[config.mk]
export PLATFORM = sky130hd
export DESIGN_NAME = keypad_entry
export DESIGN_NICKNAME = d
export VERILOG_FILES = /design/src/rtl/keypad_pkg.sv /design/src/rtl/bcd_adder.sv /design/src/rtl/keypad_entry.sv
export SDC_FILE = /design/constraint.sdc
export NUM_CORES = 1
export LEC_CHECK = 0
export CAP_MARGIN = 20
export CORE_MARGIN = 1
export CORE_UTILIZATION = 38
export DETAILED_ROUTE_END_ITERATION = 16
export MAX_ROUTING_LAYER = met4
export PLACE_DENSITY = 0.64
export SKIP_LAST_GASP = 1
export SLEW_MARGIN = 20
export SYNTH_ARGS = -nofsm -noshare
export SYNTH_HDL_FRONTEND = slang
export SYNTH_SLANG_ARGS = --single-unit
[constraint.sdc]
create_clock -name clk -period 6.14 [get_ports clk]
set_clock_uncertainty 0.05 [all_clocks]
set_input_delay 1.842 -clock clk [delete_from_list [all_inputs] [get_ports clk]]
set_output_delay 1.842 -clock clk [all_outputs]
set_load 0.05 [all_outputs]
[src/rtl/keypad_pkg.sv]
// Shared keypad constants: scan codes, FSM encodings and key-event classification.
package keypad_pkg;

    localparam logic [8:0] SC_ESC      = 9'h076;
    localparam logic [8:0] SC_ENTER    = 9'h05A;
    localparam logic [8:0] SC_KP_ENTER = 9'h15A;
    localparam logic [8:0] SC_PLUS     = 9'h079;
    localparam logic [8:0] SC_BKSP     = 9'h066;

    // Translator output for keys that carry no decimal digit.
    localparam logic [3:0] DIGIT_NONE = 4'hF;

    typedef enum logic [1:0] {
        ST_ENT_A = 2'd0,
        ST_ENT_B = 2'd1,
        ST_RES   = 2'd2,
        ST_ILL   = 2'd3
    } state_e;

    typedef enum logic [2:0] {
        EV_NONE,
        EV_ESC,
        EV_ENTER,
        EV_PLUS,
        EV_BKSP,
        EV_DIGIT
    } event_e;

    // Ordered checks: a command code wins even if the translator also reports a digit.
    function automatic event_e classify(input logic [8:0] code, input logic [3:0] digit);
        if (code == SC_ESC)                               return EV_ESC;
        if (code == SC_ENTER || code == SC_KP_ENTER)      return EV_ENTER;
        if (code == SC_PLUS)                              return EV_PLUS;
        if (code == SC_BKSP)                              return EV_BKSP;
        if (!code[8] && digit != DIGIT_NONE && digit <= 4'd9) return EV_DIGIT;
        return EV_NONE;
    endfunction

endpackage

[src/rtl/bcd_adder.sv]
// Combinational N-digit ripple BCD adder; result has one extra digit for the final carry.
module bcd_adder #(
    parameter int N = 2
) (
    input  logic [4*N-1:0]     a_i,
    input  logic [4*N-1:0]     b_i,
    output logic [4*(N+1)-1:0] sum_o
);

    logic [N:0] carry;
    assign carry[0] = 1'b0;

    for (genvar gi = 0; gi < N; gi++) begin : g_digit
        logic [4:0] raw;
        assign raw             = {1'b0, a_i[4*gi +: 4]} + {1'b0, b_i[4*gi +: 4]} + {4'd0, carry[gi]};
        assign carry[gi+1]     = (raw > 5'd9);
        assign sum_o[4*gi +: 4] = carry[gi+1] ? 4'(raw + 5'd6) : raw[3:0];
    end

    assign sum_o[4*N +: 4] = {3'd0, carry[N]};

endmodule

[src/rtl/keypad_entry.sv]
// Collects keypad digits into two BCD operands and registers their sum on Enter.
module keypad_entry
    import keypad_pkg::*;
#(
    parameter int N = 2
) (
    input  logic               clk,
    input  logic               rst,
    input  logic               key_valid,
    input  logic [8:0]         key_code,
    input  logic [3:0]         key_digit,
    output logic [4*N-1:0]     digits_a,
    output logic [4*N-1:0]     digits_b,
    output logic [4*(N+1)-1:0] sum_bcd,
    output logic [1:0]         state,
    output logic               result_valid
);

    localparam int CW = $clog2(N + 1);

    state_e               state_q;
    logic [4*N-1:0]       a_q, b_q;
    logic [CW-1:0]        cnt_a_q, cnt_b_q;
    logic [4*(N+1)-1:0]   sum_q, sum_d;
    logic                 rv_q;
    event_e               ev;

    assign ev = key_valid ? classify(key_code, key_digit) : EV_NONE;

    bcd_adder #(.N(N)) u_add (
        .a_i   (a_q),
        .b_i   (b_q),
        .sum_o (sum_d)
    );

    always_ff @(posedge clk or posedge rst) begin
        if (rst) begin
            state_q <= ST_ENT_A;
            a_q     <= '0;
            b_q     <= '0;
            cnt_a_q <= '0;
            cnt_b_q <= '0;
            sum_q   <= '0;
            rv_q    <= 1'b0;
        end else if (ev == EV_ESC || state_q == ST_ILL) begin
            state_q <= ST_ENT_A;
            a_q     <= '0;
            b_q     <= '0;
            cnt_a_q <= '0;
            cnt_b_q <= '0;
            sum_q   <= '0;
            rv_q    <= 1'b0;
        end else begin
            case (state_q)
                ST_ENT_A: begin
                    case (ev)
                        EV_DIGIT: if (cnt_a_q < CW'(N)) begin
                            a_q     <= (a_q << 4) | (4*N)'(key_digit);
                            cnt_a_q <= cnt_a_q + 1'b1;
                        end
                        EV_BKSP: if (cnt_a_q != '0) begin
                            a_q     <= a_q >> 4;
                            cnt_a_q <= cnt_a_q - 1'b1;
                        end
                        EV_PLUS: state_q <= ST_ENT_B;
                        default: ;
                    endcase
                end
                ST_ENT_B: begin
                    case (ev)
                        EV_DIGIT: if (cnt_b_q < CW'(N)) begin
                            b_q     <= (b_q << 4) | (4*N)'(key_digit);
                            cnt_b_q <= cnt_b_q + 1'b1;
                        end
                        EV_BKSP: if (cnt_b_q != '0) begin
                            b_q     <= b_q >> 4;
                            cnt_b_q <= cnt_b_q - 1'b1;
                        end
                        EV_ENTER: begin
                            sum_q   <= sum_d;
                            state_q <= ST_RES;
                            rv_q    <= 1'b1;
                        end
                        default: ;
                    endcase
                end
                ST_RES: begin
                    // A digit starts a fresh calculation with that digit as A.
                    if (ev == EV_DIGIT) begin
                        a_q     <= (4*N)'(key_digit);
                        cnt_a_q <= CW'(1);
                        b_q     <= '0;
                        cnt_b_q <= '0;
                        sum_q   <= '0;
                        state_q <= ST_ENT_A;
                        rv_q    <= 1'b0;
                    end
                end
                default: ;
            endcase
        end
    end

    assign digits_a     = a_q;
    assign digits_b     = b_q;
    assign sum_bcd      = sum_q;
    assign state        = state_q;
    assign result_valid = rv_q;

endmodule
==> metrics.txt <==
status finished clean; Vias 1933; CP Class input pin to register; Design Area, Final 2910 um2; most common flop cell mapped by yosys dfrtp_1; Starting Density 39.2%; Final Hold Viols 0; I/O pin cnt 47; Final Core Density 49.5%; share of cells above drive strength 1 6.73%; core area 5890 um2; Worst Tran Pin Value 0.630 ns; share of the synthesized area in the top cell type 34.7%; met2 wire len 2.36 mm; Worst setup EP type register; Routed WL 5.36 mm; global-route wire length before repair 9.05 mm; Starting DRT DRC Count 82; worst-path maximum fanout 20; post-synthesis sequential area ratio 34.7%; RSZ-0062 raised after global routing no; Residual DRC 0; Post CTS Setup Buffer Count 0; largest net degree at the start of global routing 33; Mapped Cells 252; area leader, netlist dfrtp_1; most frequent cell after synthesis nand2_1; metal3 WL 221 um; P_leak 1.28 nW; Rows 28; overall power 1.84 mW; Die W 80.0 um; Clk Latency, worst-skew pair 0.29 ns; Tcrit/Tclk final 74.0%; Max H-tree Level 2; synthesized area 2310 um2; Pins Over Slew Limit 0; initial antenna violation count 0; dpl cells 364; slew margin rel. 57.8%; Hold WC Path Type register to register; Final Net Count 329; clock tree from TritonCTS done; asr flop ratio synth 100%; clk slew on worst S/H paths 0.06 ns; #FFs+latches synth 32; synth top area cells dfrtp_1 35%, ha_1 7.6%, nand2_1 6.2%; Synth warnings 0; unique cell type count in the Yosys netlist 53; Fmax 220 MHz; worst slack at placement 1.32 ns; Cell Area, Placed 2800 um2; Hold WS 0.413 ns; vias in the first global route 1854; pwr dens 631 nW/um2; Final WS setup 1.60 ns; die area 6390 um2; number of diodes 0; final setup fails 0; CTS hold repair buffers 0; GRT Total Usage 19.2%; number of flops mapped to enable cells by yosys 0; Post-Syn Area per Cell 9.17 um2; Area growth syn-to-layout 26.1%; startpoint types input pin; RD Place Congestion 0.850; DP HPWL 4.11 mm; Metal-1 WL 2.68 mm; Commonest cells post-synth 38 x nand2_1, 32 x dfrtp_1, 17 x inv_1; max layer used met4; CP Data Arrival Time 4.71 ns; WL/cell 14.4 um; post-CTS resize count 0; Avg Vias per Cell 5.20; setup TNS 0 ns; Final min period 4.54 ns; aggregate global routing overflow 0; Layout Cells excl Fill 372; VDD IR max 0.000330 V; First-pass DRT Iterations 4; Die H 80.0 um; Port-buffer cells 43; # clock sinks 32; maxcap violations 0; Detail Route Antenna Nets 0; Critical Path RT 6.30 ns; clock buffer depth 2; Root Driver clkbuf_8; cts bufs inserted 5
## cell type report
| type | count | area (um2) |
|---|---|---|
| Fill cell | 576 | 2970 |
| Multi-Input combinational cell | 196 | 1410 |
| Sequential cell | 32 | 801 |
| Timing Repair Buffer | 44 | 438 |
| Tap cell | 75 | 93.8 |
| Clock buffer | 6 | 72.6 |
| Inverter | 17 | 63.8 |
| Clock inverter | 2 | 35.0 |
## registers in the layout, indices dropped and copies added, names as in the netlist
name / cells
sum_bcd: 9
digits_a: 8
digits_b: 8
cnt_a_q: 2
cnt_b_q: 2
state: 2
result_valid: 1
## layer usage
layer	track usage, %	vias up
li1	-	982
met1	25.4	897
met2	29.1	44
met3	3.89	10
met4	6.61	0
met5	-	-
## cell usage in the layout (no fill, tap or decap), drive strengths merged, types with 2 or more instances in the layout
master | netlist | final
nand3b | 2 | 2
nor2b | 3 | 3
nor2 | 13 | 13
nand2b | 3 | 3
o21ai | 20 | 20
nor3b | 3 | 3
o31ai | 6 | 6
clkdlybuf4s50 | 0 | 43
nand3 | 6 | 6
fa | 3 | 3
o211ai | 2 | 2
o21a | 2 | 2
ha | 14 | 14
clkbuf | 3 | 6
dfrtp | 32 | 32
mux2i | 14 | 14
a21o | 5 | 5
xnor2 | 6 | 6
a31o | 2 | 2
nor4bb | 6 | 6
a21oi | 10 | 10
nor4 | 3 | 3
mux2 | 10 | 10
conb | 1 | 3
inv | 17 | 17
a211o | 3 | 3
nor3 | 3 | 3
nand2 | 38 | 38
## report_power, final
group / total (mW) / internal, mW / switching (mW)
combinational: 1.24 / 0.489 / 0.755
sequential: 0.394 / 0.301 / 0.0927
clock: 0.199 / 0.120 / 0.0785
## path summary, 6_finish.rpt
| check | startpoint | end | slack [ns] | cells after the start |
|---|---|---|---|---|
| worst max-delay path | key_code[4] | cnt_b_q[1] | 1.60 | 8 |
| worst min-delay path | result_valid | result_valid | 0.41 | 2 |
| worst max register to register | digits_b[0] | sum_bcd[6] | 2.15 | 16 |
| worst min register to register | result_valid | result_valid | 0.41 | 2 |
| max in group asynchronous | rst | state[0] | 3.86 | 3 |
| min in group asynchronous | rst | sum_bcd[6] | 1.88 | 3 |
## cell families (layout without fill, tap and decap cells)
logic type | Yosys count | in the layout | synth area share, %
and+or+nand+nor | 87 | 87 | 19.9
adders and majority gates | 17 | 17 | 10.2
other | 1 | 3 | 0.162
DFF | 32 | 32 | 34.7
xor gates and xnor gates | 7 | 7 | 2.65
muxes | 24 | 24 | 11.1
buffers and inverters | 26 | 69 | 4.88
AOI/OAI and AO/OA | 58 | 58 | 16.4
## worst max-delay path, cell delays in order
cell	delay, ns
clkdlybuf4s50_1	0.58
nor4bb_1	0.31
and4b_1	0.30
o21a_1	0.22
mux2_4	0.31
a211o_1	0.47
or4_1	0.57
o21ai_1	0.09
Power figures use the tool's default switching activity.
